## src/rtl/vga_fetch_ctrl_pkg.sv

```systemverilog
// Shared definitions for the VGA frame fetch controller:
// register map, bit positions and FSM encoding.
package vga_fetch_ctrl_pkg;

  localparam logic [2:0] REG_CONTROL = 3'd0;
  localparam logic [2:0] REG_STATUS  = 3'd1;
  localparam logic [2:0] REG_S_ADDR  = 3'd2;
  localparam logic [2:0] REG_LONGTH  = 3'd3;
  localparam logic [2:0] REG_START   = 3'd4;

  localparam int CTRL_CONT   = 0;
  localparam int CTRL_IRQ_EN = 1;

  localparam int ST_BUSY    = 0;
  localparam int ST_DONE    = 1;
  localparam int ST_OVERRUN = 2;

  localparam int START_GO = 0;

  typedef enum logic [1:0] {
    S_IDLE  = 2'd0,
    S_FETCH = 2'd1,
    S_PUSH  = 2'd2,
    S_DONE  = 2'd3
  } state_e;

endpackage

```

## src/rtl/vga_fetch_ctrl.sv

```systemverilog
// Frame fetch controller: reads LONGTH words from S_ADDR
// over an Avalon master and pushes them into a pixel FIFO.
module vga_fetch_ctrl
  import vga_fetch_ctrl_pkg::*;
#(
  parameter int ADDR_W = 32,
  parameter int LEN_W  = 24
) (
  input  logic              clk,
  input  logic              reset_n,
  input  logic              avs_s1_chipselect,
  input  logic [2:0]        avs_s1_address,
  input  logic              avs_s1_read,
  input  logic              avs_s1_write,
  input  logic [31:0]       avs_s1_writedata,
  output logic [31:0]       avs_s1_readdata,
  output logic              avs_s1_irq,
  output logic [ADDR_W-1:0] avm_read_address,
  output logic              avm_read_read,
  input  logic [31:0]       avm_read_readdata,
  input  logic              avm_read_waitrequest,
  output logic              fifo_write_write,
  output logic [31:0]       fifo_write_writedata,
  input  logic              fifo_write_waitrequest,
  input  logic              frame_start
);

  state_e state_q, state_d;

  logic [1:0]        ctrl_q, ctrl_d;
  logic              done_q, done_d;
  logic              ovr_q, ovr_d;
  logic              irq_q;
  logic              fs_q;
  logic [ADDR_W-1:0] s_addr_q;
  logic [LEN_W-1:0]  longth_q;
  logic [ADDR_W-1:0] cur_addr_q;
  logic [LEN_W-1:0]  remaining_q;
  logic [31:0]       word_q;

  logic              wr_en;
  logic              wr_ctrl;
  logic              wr_status;
  logic              wr_s_addr;
  logic              wr_longth;
  logic              start_wr;
  logic              fs_rise;
  logic              trigger;
  logic              busy;
  logic              go;
  logic              rd_ok;
  logic              push_ok;
  logic              last;
  logic [ADDR_W-1:0] wd_addr;
  logic [31:0]       status_w;
  logic              unused_wdata;

  assign wr_en     = avs_s1_chipselect & avs_s1_write;
  assign wr_ctrl   = wr_en & (avs_s1_address == REG_CONTROL);
  assign wr_status = wr_en & (avs_s1_address == REG_STATUS);
  assign wr_s_addr = wr_en & (avs_s1_address == REG_S_ADDR);
  assign wr_longth = wr_en & (avs_s1_address == REG_LONGTH);
  assign start_wr  = wr_en & (avs_s1_address == REG_START)
                   & avs_s1_writedata[START_GO];

  assign wd_addr      = ADDR_W'(avs_s1_writedata);
  assign unused_wdata = ^avs_s1_writedata;

  // A START write and a frame_start edge together are one trigger.
  assign fs_rise = frame_start & ~fs_q;
  assign trigger = start_wr | (fs_rise & ctrl_q[CTRL_CONT]);
  assign busy    = (state_q != S_IDLE);
  assign go      = trigger & ~busy;

  assign rd_ok   = (state_q == S_FETCH) & ~avm_read_waitrequest;
  assign push_ok = (state_q == S_PUSH) & ~fifo_write_waitrequest;
  assign last    = (remaining_q == LEN_W'(1));

  always_comb begin
    state_d = state_q;
    unique case (state_q)
      S_IDLE: begin
        if (trigger) begin
          if (longth_q == '0) state_d = S_DONE;
          else                state_d = S_FETCH;
        end
      end
      S_FETCH: begin
        if (!avm_read_waitrequest) state_d = S_PUSH;
      end
      S_PUSH: begin
        if (!fifo_write_waitrequest) begin
          if (last) state_d = S_DONE;
          else      state_d = S_FETCH;
        end
      end
      S_DONE: state_d = S_IDLE;
      default: state_d = S_IDLE;
    endcase
  end

  always_ff @(posedge clk or negedge reset_n) begin
    if (!reset_n) state_q <= S_IDLE;
    else          state_q <= state_d;
  end

  // Setting done in DONE wins over a same-cycle W1C.
  always_comb begin
    ctrl_d = wr_ctrl ? avs_s1_writedata[1:0] : ctrl_q;
    done_d = (done_q & ~(wr_status & avs_s1_writedata[ST_DONE]))
           | (state_q == S_DONE);
    ovr_d  = (ovr_q & ~(wr_status & avs_s1_writedata[ST_OVERRUN]))
           | (trigger & busy);
  end

  always_ff @(posedge clk or negedge reset_n) begin
    if (!reset_n) begin
      ctrl_q   <= '0;
      done_q   <= 1'b0;
      ovr_q    <= 1'b0;
      irq_q    <= 1'b0;
      fs_q     <= 1'b0;
      s_addr_q <= '0;
      longth_q <= '0;
    end else begin
      ctrl_q <= ctrl_d;
      done_q <= done_d;
      ovr_q  <= ovr_d;
      irq_q  <= done_d & ctrl_d[CTRL_IRQ_EN];
      fs_q   <= frame_start;
      if (wr_s_addr) s_addr_q <= {wd_addr[ADDR_W-1:2], 2'b00};
      if (wr_longth) longth_q <= LEN_W'(avs_s1_writedata);
    end
  end

  always_ff @(posedge clk or negedge reset_n) begin
    if (!reset_n) begin
      cur_addr_q  <= '0;
      remaining_q <= '0;
      word_q      <= '0;
    end else if (go) begin
      cur_addr_q  <= s_addr_q;
      remaining_q <= longth_q;
    end else if (rd_ok) begin
      word_q <= avm_read_readdata;
    end else if (push_ok) begin
      remaining_q <= remaining_q - LEN_W'(1);
      cur_addr_q  <= cur_addr_q + ADDR_W'(4);
    end
  end

  assign avm_read_read    = (state_q == S_FETCH);
  assign fifo_write_write = (state_q == S_PUSH);
  assign avm_read_address = avm_read_read ? cur_addr_q : '0;
  assign fifo_write_writedata = fifo_write_write ? word_q : '0;
  assign avs_s1_irq = irq_q;

  always_comb begin
    status_w = '0;
    status_w[ST_BUSY]    = busy;
    status_w[ST_DONE]    = done_q;
    status_w[ST_OVERRUN] = ovr_q;
  end

  always_comb begin
    avs_s1_readdata = '0;
    if (avs_s1_chipselect && avs_s1_read) begin
      case (avs_s1_address)
        REG_CONTROL: avs_s1_readdata = {30'd0, ctrl_q};
        REG_STATUS:  avs_s1_readdata = status_w;
        REG_S_ADDR:  avs_s1_readdata = 32'(s_addr_q);
        REG_LONGTH:  avs_s1_readdata = 32'(longth_q);
        default:     avs_s1_readdata = '0;
      endcase
    end
  end

endmodule

```

## config.mk

```make
export PLATFORM = sky130hd
export DESIGN_NAME = vga_fetch_ctrl
export DESIGN_NICKNAME = d
export VERILOG_FILES = /design/src/rtl/vga_fetch_ctrl_pkg.sv /design/src/rtl/vga_fetch_ctrl.sv
export SDC_FILE = /design/constraint.sdc
export NUM_CORES = 1
export LEC_CHECK = 0
export BUFFER_PORTS_ARGS = -buffer_cell sky130_fd_sc_hd__buf_2
export CORE_ASPECT_RATIO = 1.4
export CORE_UTILIZATION = 25
export CTS_CLUSTER_DIAMETER = 120
export CTS_CLUSTER_SIZE = 24
export DETAILED_ROUTE_END_ITERATION = 16
export PLACE_DENSITY = 0.44
export SYNTH_ARGS = -nofsm -noshare
export SYNTH_HDL_FRONTEND = slang
export SYNTH_SLANG_ARGS = --single-unit
```

## constraint.sdc

```tcl
create_clock -name clk -period 2.05 [get_ports clk]
set_input_delay 0.41 -clock clk [delete_from_list [all_inputs] [get_ports clk]]
set_output_delay 0.41 -clock clk [all_outputs]
set_load 0.02 [all_outputs]
```

==> results of run 1 <==
-- sequential cells by signal, summed over array words and instances (netlist names) --
name	flops
state_q	2
fs_q	1
word_q	32
done_q	1
longth_q	24
remaining_q	24
avs_s1_irq	1
ovr_q	1
ctrl_q	2
cur_addr_q	30
s_addr_q	30
-- cell families after synthesis --
group,after synthesis,synth area share (%)
AND/OR/NAND/NOR,247,17.5
AO/OA/AOI/OAI,208,17.9
flip-flops,148,47.1
multiplexers,93,13.3
buffers and inverters,69,3.63
adder cells (fa/ha/maj),3,0.478
other,1,0.0477
-- what timing repair did --
| item | in CTS | in global routing |
|---|---|---|
| gates resized for setup | 7 | 158 |
| cloned | 0 | 6 |
| hold endpoints to repair | 36 | 0 |
| pin swaps | 2 | 10 |
| buffers inserted | 2 | 10 |
| hold buffers | 1 | 0 |
| setup endpoints to repair | 48 | 95 |
-- stage by stage --
| step | hold slack, ps | setup slack [ps] |
|---|---|---|
| 2_1_floorplan | 114 | -2.99 |
| 3_3_place_gp | 371 | -46.8 |
| 3_5_place_dp | 380 | -101 |
| 4_1_cts | 125 | -38.0 |
| 5_1_grt | 130 | -99.0 |
| 6_report | 146 | -32.1 |
-- synth_stat cells (9+ instances only) --
cell type,number,share of area (%)
dfrtp_1,148,47
mux2_2,89,13
and2_1,73,5.8
a21oi_1,46,2.9
nor2_1,42,2.0
clkbuf_1,35,1.7
o21ai_0,34,2.2
nand3_1,29,1.8
a22oi_1,26,2.5
nand2_1,24,1.1
a2bb2oi_1,20,2.2
o22ai_1,19,1.5
nor3_1,17,1.1
buf_2,14,0.89
nand4_1,12,0.96
nor4_1,12,0.96
and3_1,9,0.72
inv_1,9,0.43
-- power by group through the flow --
stage               logic (mW)  clock network (mW)  registers [mW]
CTS                       5.70                3.47            4.88
finish                    6.72                3.37            4.93
global placement          5.64                   0            4.92
floorplan                 3.13                   0            4.69
detailed placement        5.62                   0            4.93
global route              7.23                3.59            5.10
-- final timing paths --
check	from	end	slack, ps	cells past startpoint
worst max register to register	remaining_q[16]$_DFFE_PN0P_	remaining_q[23]$_DFFE_PN0P_	-30	5
worst max-delay path	remaining_q[16]$_DFFE_PN0P_	remaining_q[23]$_DFFE_PN0P_	-30	5
max in group asynchronous	reset_n	word_q[8]$_DFFE_PN0P_	860	3
worst min register to register	word_q[3]$_DFFE_PN0P_	word_q[3]$_DFFE_PN0P_	500	1
worst min-delay path	frame_start	fs_q$_DFF_PN0_	150	1
min in group asynchronous	reset_n	longth_q[15]$_DFFE_PN0P_	500	2
-- cell type report --
type                       count  share of cell area (%)
multi-input combinational    553                    36.1
timing repair buffer         308                    21.4
inverter                       9                   0.297
sequential                   148                    32.5
clock inverter                11                    1.54
clock buffer                  19                    3.89
tap                          390                    4.29
-- per-layer routing --
layer  vias up  wire length [um]
met5         -                 0
met4         0               672
met3        28               729
met2       135             15300
met1      3570             11800
li1       3394                 -
==> flow_metrics.env, run 1 <==
export IMPL_cts_tree="built"
export IMPL_post_route_drc_count=0
export IMPL_synthCells=769
export IMPL_ys_seq_elements=148
export IMPL_switching_share_pct=36.6
export IMPL_n_fill_cell=3179
export IMPL_avgSynthCellArea_um2=10.2
export IMPL_grt_pass1_vias=7321
export IMPL_fin_tns_setup_ps=-32.1
export IMPL_ant_nets=0
export IMPL_setup_worst_path_class="reg -> reg"
export IMPL_critPathMaxStageDelay_ps=510
export IMPL_die_h_um=212
export IMPL_ys_warn_count=0
export IMPL_clk_latency_ps=430
export IMPL_hpwl_mm=20.3
export IMPL_fin_crit_sh_pct=102
export IMPL_finalMaxSlewViolations=0
export IMPL_worst_path_most_repeated_cell="or4_4"
export IMPL_required_ps=2410
export IMPL_grt_usage_pct=17.2
export IMPL_start_kind="flop"
export IMPL_slew_headroom_pct=62.3
export IMPL_gp_congestion=0.839
export IMPL_crit_path_max_fanout=3
export IMPL_stdcell_count=1438
export IMPL_violations="setup timing"
export IMPL_power_mw=15.0
export IMPL_antenna_found_initial=0
export IMPL_critPathTopFamily="simple AND/OR/NAND/NOR gates"
export IMPL_synth_ff_type="dfrtp_1"
export IMPL_finalWorstSetupSlack_ps=-32.1
export IMPL_cts_max_path_buffers=2
export IMPL_synth_area_um2=7860
export IMPL_setup_viol=1
export IMPL_routedWlPerCell_um=19.8
export IMPL_final_common_cell="dfrtp_1"
export IMPL_finalCriticalPeriod_ps=2080
export IMPL_placed_cells=1390
export IMPL_first_pass_iters=4
export IMPL_power_frac_seq_pct=32.8
export IMPL_clock_skew_ps=13.3
export IMPL_async_flop_share_pct=100
export IMPL_leakagePower_nw=4.96
export IMPL_nets=1115
export IMPL_overflow=0
export IMPL_vias=7127
export IMPL_p_sw_mw=5.50
export IMPL_multi_input_area_um2=4110
export IMPL_wirelength_mm=28.5
export IMPL_cellPowerDensity_nw_per_um2=1320
export IMPL_pin_count=174
export IMPL_synth_edf_count=0
export IMPL_tightest_slew_ps=560
export IMPL_grt_max_degree=43
export IMPL_htreeDepth=4
export IMPL_final_seq_area_um2=3710
export IMPL_path_cells="or3_4, or4_4, or2_4, or4_4, nand3_2"
export IMPL_core_area_um2=30800
export IMPL_clock_root_buffer="clkbuf_16"
export IMPL_drtIter0Drc=388
export IMPL_power_internal_mw=9.52
export IMPL_grt_use_met2_pct=31.8
export IMPL_seq_area_frac_synth_pct=47.1
export IMPL_clk_pin_slew_ps=60
export IMPL_io_buffers=171
export IMPL_synth_distinct_cells=58
export IMPL_die_x_um=152
export IMPL_grt_pass1_wl_mm=42.6
export IMPL_cts_buffers=17
export IMPL_num_rows=76
export IMPL_syn2layout_area_growth_pct=44.9
export IMPL_diodes=0
export IMPL_crit_arrival_ps=2440
export IMPL_drv_cap=0
export IMPL_grtUsageMet1_pct=20.2
export IMPL_finalHoldViolations=0
export IMPL_start_util_pct=25.5
export IMPL_placed_area_um2=10000
export IMPL_critPathCaptureType="flop"
export IMPL_gr_usage_met3_pct=2.29
export IMPL_hp_class="in -> reg"
export IMPL_comb_power_share_pct=44.7
export IMPL_final_cell_area_um2=11400
export IMPL_layout_common_cells="dfrtp_1 (146), buf_2 (119), buf_4 (119), mux2_2 (89), buf_6 (52)"
export IMPL_drive_gt1_share_pct=47.6
export IMPL_fin_util_pct=37.0
export IMPL_rsz0062_at_grt="true"
export IMPL_clkSinkCount=148
export IMPL_max_freq_mhz=480
export IMPL_status="complete, but fails checks"
export IMPL_ir_drop_v=0.000618
export IMPL_avgViaCountPerCell=4.96
export IMPL_p_clk_share_pct=22.5
export IMPL_die_area_um2=32200
export IMPL_busiest_layer="met2"
export IMPL_path_buf_inv=0
export IMPL_cp_slowest_cell="or4_4"
Note: power is estimated with default switching activity, not from simulation.
==> run 2, diff against run 1 <==
--- a/config.mk
+++ b/config.mk
@@ -7,4 +7,6 @@
 export LEC_CHECK = 0
 export BUFFER_PORTS_ARGS = -buffer_cell sky130_fd_sc_hd__buf_2
+export CELL_PAD_IN_SITES_DETAIL_PLACEMENT = 0
+export CELL_PAD_IN_SITES_GLOBAL_PLACEMENT = 1
 export CORE_ASPECT_RATIO = 1.4
 export CORE_UTILIZATION = 25
@@ -12,5 +14,5 @@
 export CTS_CLUSTER_SIZE = 24
 export DETAILED_ROUTE_END_ITERATION = 16
-export PLACE_DENSITY = 0.44
+export PLACE_DENSITY = 0.54
 export SYNTH_ARGS = -nofsm -noshare
 export SYNTH_HDL_FRONTEND = slang
==> constraint.sdc (replaced) <==
create_clock -name clk -period 2.05 [get_ports clk]
set_input_delay 0.41 -clock clk [delete_from_list [all_inputs] [get_ports clk]]
set_output_delay 0.41 -clock clk [all_outputs]
set_load 0.05 [all_outputs]
==> flow_metrics.env, run 2 (synthesis gave the netlist of run 1 again) <==
export IMPL_die_x_um=152
export IMPL_reg2reg_slack_ps=6
export IMPL_drive_gt1_share_pct=48.1
export IMPL_slew_headroom_pct=52.2
export IMPL_core_area_um2=30800
export IMPL_grt_pass1_wl_mm=43.3
export IMPL_gp_congestion=0.795
export IMPL_overflow=0
export IMPL_finalHoldViolations=0
export IMPL_clkSinkCount=148
export IMPL_clk_latency_ps=430
export IMPL_syn2layout_area_growth_pct=47.0
export IMPL_ir_drop_v=0.000661
export IMPL_ant_nets=0
export IMPL_grt_pass1_vias=7202
export IMPL_start_util_pct=25.5
export IMPL_setup_worst_path_class="reg -> reg"
export IMPL_grt_max_degree=50
export IMPL_io_buffers=171
export IMPL_die_h_um=212
export IMPL_status="finished, final reports clean"
export IMPL_final_common_cell="dfrtp_1"
export IMPL_drtIter0Drc=412
export IMPL_diodes=0
export IMPL_fin_crit_sh_pct=99.7
export IMPL_first_pass_iters=5
export IMPL_path_buf_inv=0
export IMPL_leakagePower_nw=4.87
export IMPL_clock_skew_ps=11.0
export IMPL_wirelength_mm=28.0
export IMPL_tightest_slew_ps=715
export IMPL_n_fill_cell=3093
export IMPL_finalMaxSlewViolations=0
export IMPL_antenna_found_initial=0
export IMPL_hpwl_mm=20.5
export IMPL_num_rows=76
export IMPL_post_route_drc_count=0
export IMPL_hp_class="in -> reg"
export IMPL_cp_slowest_cell="or4_1"
export IMPL_layout_common_cells="dfrtp_1 (145), buf_2 (101), buf_4 (98), mux2_2 (89), a21oi_1 (46)"
export IMPL_nets=1095
export IMPL_pre_cts_slack_ps=-66.3
export IMPL_required_ps=2410
export IMPL_path_cells="or3_4, or4_4, or2_4, or4_1, nand3_1"
export IMPL_critPathCaptureType="flop"
export IMPL_htreeDepth=4
export IMPL_finalWorstSetupSlack_ps=6.24
export IMPL_regMostFlops="word_q"
export IMPL_cts_buffers=17
export IMPL_fin_tns_setup_ps=0
export IMPL_pin_count=174
export IMPL_finalCriticalPeriod_ps=2040
export IMPL_rsz0062_at_grt="true"
export IMPL_cts_tree="built"
export IMPL_largest_reg_flops=32
export IMPL_setup_viol=0
export IMPL_grt_usage_pct=17.5
export IMPL_final_cell_area_um2=11600
export IMPL_max_freq_mhz=489
export IMPL_vias=7166
export IMPL_cellPowerDensity_nw_per_um2=1360
export IMPL_clock_root_buffer="clkbuf_16"
export IMPL_critPathMaxStageDelay_ps=460
export IMPL_reg_top3="word_q: 32 flops, cur_addr_q: 30 flops, s_addr_q: 30 flops"
export IMPL_placed_area_um2=10200
export IMPL_routedWlPerCell_um=19.7
export IMPL_start_kind="flop"
export IMPL_critPathTopFamily="simple AND/OR/NAND/NOR gates"
export IMPL_crit_path_max_fanout=3
export IMPL_avgViaCountPerCell=5.05
export IMPL_clk_pin_slew_ps=60
export IMPL_cts_max_path_buffers=2
export IMPL_crit_arrival_ps=2410
export IMPL_die_area_um2=32200
export IMPL_drv_cap=0
run 2: cell types whose count changed in the layout (fill, tap and decap cells not counted), sizes merged:
cell | previous run | this run
buf | 304 | 281
clkbuf | 22 | 25
clkinv | 2 | 5
bufinv | 4 | 2
inv | 12 | 13
run 2: final timing paths:
check / start / depth (start not counted) / endpoint
worst max register to register: remaining_q[17]$_DFFE_PN0P_ / 5 / remaining_q[23]$_DFFE_PN0P_
worst min register to register: word_q[20]$_DFFE_PN0P_ / 1 / word_q[20]$_DFFE_PN0P_
worst min-delay path: frame_start / 1 / fs_q$_DFF_PN0_
worst max-delay path: remaining_q[17]$_DFFE_PN0P_ / 5 / remaining_q[23]$_DFFE_PN0P_
max in group asynchronous: reset_n / 3 / word_q[19]$_DFFE_PN0P_
min in group asynchronous: reset_n / 2 / word_q[13]$_DFFE_PN0P_
run 2: metrics by stage:
stage	utilization [%]	hold slack, ps	total power, mW	instances
6_report	37.5	110	15.8	1420
4_1_cts	35.9	90.3	15.2	1417
3_5_place_dp	33.2	409	11.5	1382
3_3_place_gp	33.2	402	11.5	1382
2_1_floorplan	-	114	8.80	770
5_1_grt	37.5	90.6	16.6	1420
run 2: final cells by class:
type / instances / area [um2] / share of cell area, %
repair buffers: 288 / 2490 / 21.5
well taps: 390 / 488 / 4.22
inverters: 9 / 33.8 / 0.292
clock buffers: 19 / 453 / 3.92
clock inverters: 13 / 146 / 1.27
flip-flops and latches: 148 / 3710 / 32.1
multi-input cells: 553 / 4240 / 36.7
run 2: report_power, final:
| part | internal (mW) | total (mW) | leakage, nW | switching (mW) |
|---|---|---|---|---|
| clock network | 1.87 | 3.22 | 0.291 | 1.35 |
| registers | 4.00 | 4.95 | 1.78 | 0.945 |
| logic | 3.46 | 7.60 | 2.80 | 4.14 |
run 2: per-layer routing:
metal	GRT usage, %	vias up	routed length (um)
met5	0	-	0
met4	7.38	0	954
met3	2.56	37	948
met2	31.2	195	14500
met1	21.0	3559	11600
li1	-	3375	-
run 2: timing repair:
item | CTS | global route
buffers inserted | 2 | 1
endpoints found under the hold margin | 42 | 0
pin swaps | 4 | 7
cloned | 0 | 2
gates resized for setup | 76 | 129
endpoints found under the setup margin | 76 | 83
hold buffers | 1 | 0
